## src/rtl/tdoa_delay_meas.sv

```systemverilog
`default_nettype none
// ============================================================================
// Module      : tdoa_delay_meas
// Description : Time-stamps the acoustic onset on six microphones and reports
//               the arrival offset of mics 2..6 relative to mic 1 in ticks,
//               saturated to 4 bits, followed by a fixed-width ena pulse.
// Revision    : 1.0 - initial release
// ============================================================================
module tdoa_delay_meas #(
    parameter int CLK_PER_TICK  = 5000,
    parameter int WINDOW_TICKS  = 32,
    parameter int HOLDOFF_TICKS = 2000,
    parameter int ENA_CYCLES    = 4
) (
    input  logic       clk,
    input  logic       rst_n,
    input  logic [5:0] mic_trig,
    output logic [3:0] delay12,
    output logic [3:0] delay13,
    output logic [3:0] delay14,
    output logic [3:0] delay15,
    output logic [3:0] delay16,
    output logic       ena,
    output logic       busy,
    output logic       err_order,
    output logic       err_timeout
);

    localparam logic [15:0] c_PRESC_LAST = 16'(CLK_PER_TICK - 1);
    localparam logic [7:0]  c_WINDOW     = 8'(WINDOW_TICKS);
    localparam logic [15:0] c_HOLD_LAST  = 16'(HOLDOFF_TICKS - 1);
    localparam int          c_ENA_W      = (ENA_CYCLES > 1) ? $clog2(ENA_CYCLES) : 1;
    localparam logic [c_ENA_W-1:0] c_ENA_LEFT = c_ENA_W'(ENA_CYCLES - 1);
    localparam logic [c_ENA_W-1:0] c_ENA_ONE  = c_ENA_W'(1);

    typedef enum logic [1:0] {
        S_IDLE    = 2'd0,
        S_CAPTURE = 2'd1,
        S_REPORT  = 2'd2,
        S_HOLDOFF = 2'd3
    } state_t;

    state_t             r_state;
    logic [5:0]         r_sync1, r_sync2, r_sync3, r_edge;
    logic [15:0]        r_presc;
    logic [7:0]         r_tick;
    logic [15:0]        r_hold;
    logic [5:0]         r_arrived;
    logic [7:0]         r_arrival [0:5];
    logic [3:0]         r_delay   [1:5];
    logic               r_busy, r_err_order, r_err_timeout, r_ena;
    logic [c_ENA_W-1:0] r_ena_left;

    logic               w_wrap;
    logic [5:0]         w_new;
    logic               w_all;
    logic [5:1]         w_early;
    logic [3:0]         w_sat [1:5];

    assign w_wrap = (r_presc == c_PRESC_LAST);
    assign w_new  = r_edge & ~r_arrived;
    assign w_all  = &(r_arrived | w_new);

    // Two-flop synchronizer per mic, then a registered rising-edge detect
    always_ff @(posedge clk or negedge rst_n) begin
        if (!rst_n) begin
            r_sync1 <= '0;
            r_sync2 <= '0;
            r_sync3 <= '0;
            r_edge  <= '0;
        end else begin
            r_sync1 <= mic_trig;
            r_sync2 <= r_sync1;
            r_sync3 <= r_sync2;
            r_edge  <= r_sync2 & ~r_sync3;
        end
    end

    // Offset of mic k+1 versus mic 1: 9-bit difference, negative clamps to 0
    for (genvar k = 1; k < 6; k++) begin : g_delay
        logic [8:0] w_diff;
        assign w_diff     = {1'b0, r_arrival[k]} - {1'b0, r_arrival[0]};
        assign w_early[k] = w_diff[8];
        assign w_sat[k]   = w_diff[8]            ? 4'd0 :
                            (w_diff[7:4] != 4'd0) ? 4'hF : w_diff[3:0];
    end

    // Capture sequencer: arm on first onset, time-stamp arrivals, report, blank echoes
    always_ff @(posedge clk or negedge rst_n) begin
        if (!rst_n) begin
            r_state       <= S_IDLE;
            r_presc       <= '0;
            r_tick        <= '0;
            r_hold        <= '0;
            r_arrived     <= '0;
            r_busy        <= 1'b0;
            r_err_order   <= 1'b0;
            r_err_timeout <= 1'b0;
            for (int i = 0; i < 6; i++) r_arrival[i] <= '0;
            for (int i = 1; i < 6; i++) r_delay[i]   <= '0;
        end else begin
            r_err_timeout <= 1'b0;
            case (r_state)
                S_IDLE: begin
                    r_presc <= '0;
                    if (|r_edge) begin
                        r_tick    <= '0;
                        r_arrived <= r_edge;
                        r_busy    <= 1'b1;
                        for (int i = 0; i < 6; i++)
                            if (r_edge[i]) r_arrival[i] <= '0;
                        // A fully simultaneous burst needs no capture window
                        r_state <= (&r_edge) ? S_REPORT : S_CAPTURE;
                    end
                end
                S_CAPTURE: begin
                    if (w_wrap) begin
                        r_presc <= '0;
                        r_tick  <= r_tick + 8'd1;
                    end else begin
                        r_presc <= r_presc + 16'd1;
                    end
                    for (int i = 0; i < 6; i++)
                        if (w_new[i]) r_arrival[i] <= r_tick;
                    r_arrived <= r_arrived | w_new;
                    // Completion wins over a window expiring in the same cycle
                    if (w_all) begin
                        r_state <= S_REPORT;
                    end else if (r_tick == c_WINDOW) begin
                        r_err_timeout <= 1'b1;
                        r_presc       <= '0;
                        r_hold        <= '0;
                        r_state       <= S_HOLDOFF;
                    end
                end
                S_REPORT: begin
                    for (int i = 1; i < 6; i++) r_delay[i] <= w_sat[i];
                    r_err_order <= |w_early;
                    r_presc     <= '0;
                    r_hold      <= '0;
                    r_state     <= S_HOLDOFF;
                end
                S_HOLDOFF: begin
                    if (w_wrap) begin
                        r_presc <= '0;
                        if (r_hold == c_HOLD_LAST) begin
                            r_busy  <= 1'b0;
                            r_state <= S_IDLE;
                        end else begin
                            r_hold <= r_hold + 16'd1;
                        end
                    end else begin
                        r_presc <= r_presc + 16'd1;
                    end
                end
                default: r_state <= S_IDLE;
            endcase
        end
    end

    // Capture-done pulse launched by REPORT; runs its full width even into HOLDOFF
    always_ff @(posedge clk or negedge rst_n) begin
        if (!rst_n) begin
            r_ena      <= 1'b0;
            r_ena_left <= '0;
        end else if (r_state == S_REPORT) begin
            r_ena      <= 1'b1;
            r_ena_left <= c_ENA_LEFT;
        end else if (r_ena_left != '0) begin
            r_ena_left <= r_ena_left - c_ENA_ONE;
        end else begin
            r_ena <= 1'b0;
        end
    end

    assign delay12     = r_delay[1];
    assign delay13     = r_delay[2];
    assign delay14     = r_delay[3];
    assign delay15     = r_delay[4];
    assign delay16     = r_delay[5];
    assign ena         = r_ena;
    assign busy        = r_busy;
    assign err_order   = r_err_order;
    assign err_timeout = r_err_timeout;

endmodule
`default_nettype wire

```

## config.mk

```make
export PLATFORM = sky130hd
export DESIGN_NAME = tdoa_delay_meas
export DESIGN_NICKNAME = d
export VERILOG_FILES = /design/src/rtl/tdoa_delay_meas.sv
export SDC_FILE = /design/constraint.sdc
export NUM_CORES = 1
export LEC_CHECK = 0
export ABC_CLOCK_PERIOD_IN_PS = 2990
export CAP_MARGIN = 25
export CORE_MARGIN = 4
export CORE_UTILIZATION = 50
export CTS_CLUSTER_DIAMETER = 200
export CTS_CLUSTER_SIZE = 28
export DETAILED_ROUTE_END_ITERATION = 12
export PLACE_DENSITY = 0.69
export SYNTH_ARGS = -nofsm -noshare
export SYNTH_HDL_FRONTEND = slang
export SYNTH_SLANG_ARGS = --single-unit
```

## constraint.sdc

```tcl
create_clock -name clk -period 2.99 [get_ports clk]
set_input_delay 0.598 -clock clk [delete_from_list [all_inputs] [get_ports clk]]
set_output_delay 0.598 -clock clk [all_outputs]
set_load 0.1 [all_outputs]
```

==> qor.yml <==
status: "completed"
antenna_found_initial: 0
nets: 904
fill_cells: 1308
drv_cap: 0
postCtsHoldBufs: 0
synth_area_um2: 7750
coreArea_um2: 15200
routed_via_density: 5.77
p_int_mw: 3.81
overflow: 0
regArea_um2: 3650
synth_edf_count: 0
wl_per_cell_um: 16.3
rsz0062_at_grt: "false"
grt_pass1_wl_um: 29900
portBuffers: 31
syn_inst: 792
final-setup-viol-count: 0
seqPwrFrac: 0.370
cts_buffers: 17
min_path_type: "in2async"
setup.worst_path.end_class: "flop"
crit_required_ns: 3.29
path_clk_slew_ns: 0.07
wirelength_um: 17000
synth_nets: 854
ant_nets: 0
finalCriticalPeriod_ns: 2.75
ys.flop_type: "dfrtp_1"
power_leakage_nw: 3.99
fp.dieH_um: 133
crit_type: "reg2reg"
via_count: 6017
io_pins: 32
startpoint_type: "flop"
cts_tree: "built"
gp_congestion: 0.889
finalSetupTns_ns: 0
die_w_um: 133
tightest_slew_ns: 0.935
multi_input_area_um2: 3890
critPathMaxFanout: 6
cts_buffer_depth: 2
cp_top_family: "simple AND/OR/NAND/NOR gates"
cts_sinks: 146
start_util: 0.510
cpPeakStageDelay_ns: 0.57
relSlewSlack: 0.373
insertion_delay_ns: 0.42
yosysSeqAreaShare: 0.471
power_density_nw_per_um2: 699
layout_common_cells: "dfrtp_1 (146), nand2_1 (106), o21ai_0 (76)"
syn_to_final_growth_pct: 14.5
hold_viol_final: 0
path_buf_inv: 0
final_common_cell: "dfrtp_1"
min_period_over_period: 0.920
grt_usage: 0.207
hpwl_um: 12400
htreeDepth: 4
p_sw_mw: 2.39
pre_cts_ws_ns: 0.266
p_comb_frac: 0.302
ctsResizeCount: 0
ys_ff_latch: 146
synth.distinct_cells: 67
root_buffer: "clkbuf_16"
grt_max_degree: 67
yosys_warnings: 0
crit_chain: "ha_1 -> fa_1 -> nor2b_1 -> o21bai_1 -> or4b_1 -> o21ai_1 -> or4_1 -> o32a_1"
insertedDiodeCount: 0
die-area_um2: 17600
rows: 45
drc_errors: 0
crit_slowest_cell: "or4_1"
p_sw_frac: 0.386
dr.pass1.iters: 5
fin_skew_ns: 0.00930
maxSlewViolCount: 0
syn_avg_cell_area_um2: 9.79
post_cts_buffers: 0
vdd_drop_max_mv: 0.460
max_freq_ghz: 0.363
layout-drive-gt1-share: 0.108
grt_pass1_vias: 6161
arrival_ns: 3.05
detail_route.iter0.violations: 389
worst_slack_ns: 0.238
p_clk_frac: 0.328
async_reset_ff_frac: 1.00
[synth_stat cells, drive strengths merged, types with 3 or more instances]
library cell,number,area share
a211oi,6,0.0058
o211ai,6,0.0058
ha,49,0.079
a2bb2oi,4,0.0045
nor2,61,0.030
o311ai,6,0.0068
nand3,23,0.016
a221oi,3,0.0034
nand3b,4,0.0055
xnor2,15,0.017
o31ai,5,0.0048
dfrtp,146,0.47
or4,7,0.0068
o221ai,5,0.0057
nor4,7,0.0095
a21oi,29,0.019
nand2,106,0.051
nand4b,5,0.0057
xor2,26,0.029
inv,38,0.018
or2,6,0.0048
and2,3,0.0024
nand4,6,0.0068
and3,7,0.0057
nand2b,8,0.0065
o21a,9,0.0087
a31oi,3,0.0024
o22ai,4,0.0032
nor2b,23,0.019
a22o,8,0.0090
or3,8,0.0065
fa,5,0.013
nor3,10,0.0065
nor3b,3,0.0029
o21ai,86,0.057
a21o,5,0.0050
mux2i,3,0.0039
clkbuf,14,0.0068
and4,4,0.0045
[worst reg2reg max path: stages, from the launching register on]
cell      delay, ns
dfrtp_1        0.48
ha_1           0.27
fa_1           0.43
nor2b_1        0.24
o21bai_1       0.13
or4b_1         0.17
o21ai_1        0.06
or4_1          0.57
o32a_1         0.30
[layer usage]
metal / vias to the layer above / wire length, um / global-route usage
li1: 2920 / - / -
met1: 2939 / 7570 / 0.269
met2: 127 / 8470 / 0.349
met3: 31 / 661 / 0.0376
met4: 0 / 340 / 0.0704
met5: - / 0 / 0
[registers in the layout, indices dropped and copies added (netlist names), 6 cells and up]
name / count
r_arrival: 48
r_tick: 8
r_hold: 16
r_edge: 6
r_sync1: 6
r_arrived: 6
r_presc: 16
r_sync2: 6
r_sync3: 6
[power groups by stage]
stage	clock (mW)	sequential (mW)	combinational, mW
6_report	2.03	2.30	1.87
3_5_place_dp	0	2.33	1.87
3_3_place_gp	0	2.32	1.84
5_1_grt	2.18	2.32	2.04
4_1_cts	2.08	2.30	1.88
2_1_floorplan	0	2.81	0.897
[cell families (layout without fill, tap and decap cells)]
kind of cell               count (synthesis)  after routing  share of synthesized area
DFF                                      146            146                      0.471
muxes                                      4              4                    0.00533
AOI/OAI and AO/OA                        194            194                      0.159
buffers and inverters                     54            117                     0.0263
xor gates and xnor gates                  41             41                     0.0463
and+or+nand+nor                          299            299                      0.199
adders and majority gates                 54             54                     0.0920
[per-stage QoR]
stage | hold WS (ns) | util | total power, mW | area (um2) | std cells
after CTS | 0.169 | 0.584 | 6.26 | 8870 | 1043
after detailed placement | 0.339 | 0.547 | 4.20 | 8310 | 1011
after global placement | 0.334 | 0.547 | 4.16 | 8310 | 1011
after floorplan | 0.302 | - | 3.70 | 7750 | 792
after global routing | 0.184 | 0.584 | 6.54 | 8870 | 1043
final | 0.147 | 0.584 | 6.20 | 8870 | 1043
[worst paths after layout]
path / depth (start not counted) / slack (ns) / end / from
worst max-delay path: 8 / 0.24 / err_order / r_arrival[40]
worst max register to register: 8 / 0.24 / err_order / r_arrival[40]
worst min register to register: 0 / 0.35 / r_sync2[3] / r_sync1[3]
max in group asynchronous: 2 / 2.12 / r_presc[2] / rst_n
worst min-delay path: 1 / 0.15 / r_ena_left[1] / rst_n
min in group clk: 0 / 0.35 / r_sync2[3] / r_sync1[3]
[cell type report]
type                            count  share of cell area
Tap cell                          188              0.0265
Multi-Input combinational cell    592               0.439
Sequential cell                   146               0.412
Timing Repair Buffer               47              0.0433
Clock inverter                     15              0.0155
Inverter                           38              0.0161
Clock buffer                       17              0.0480
(Power assumes the default switching activity.)
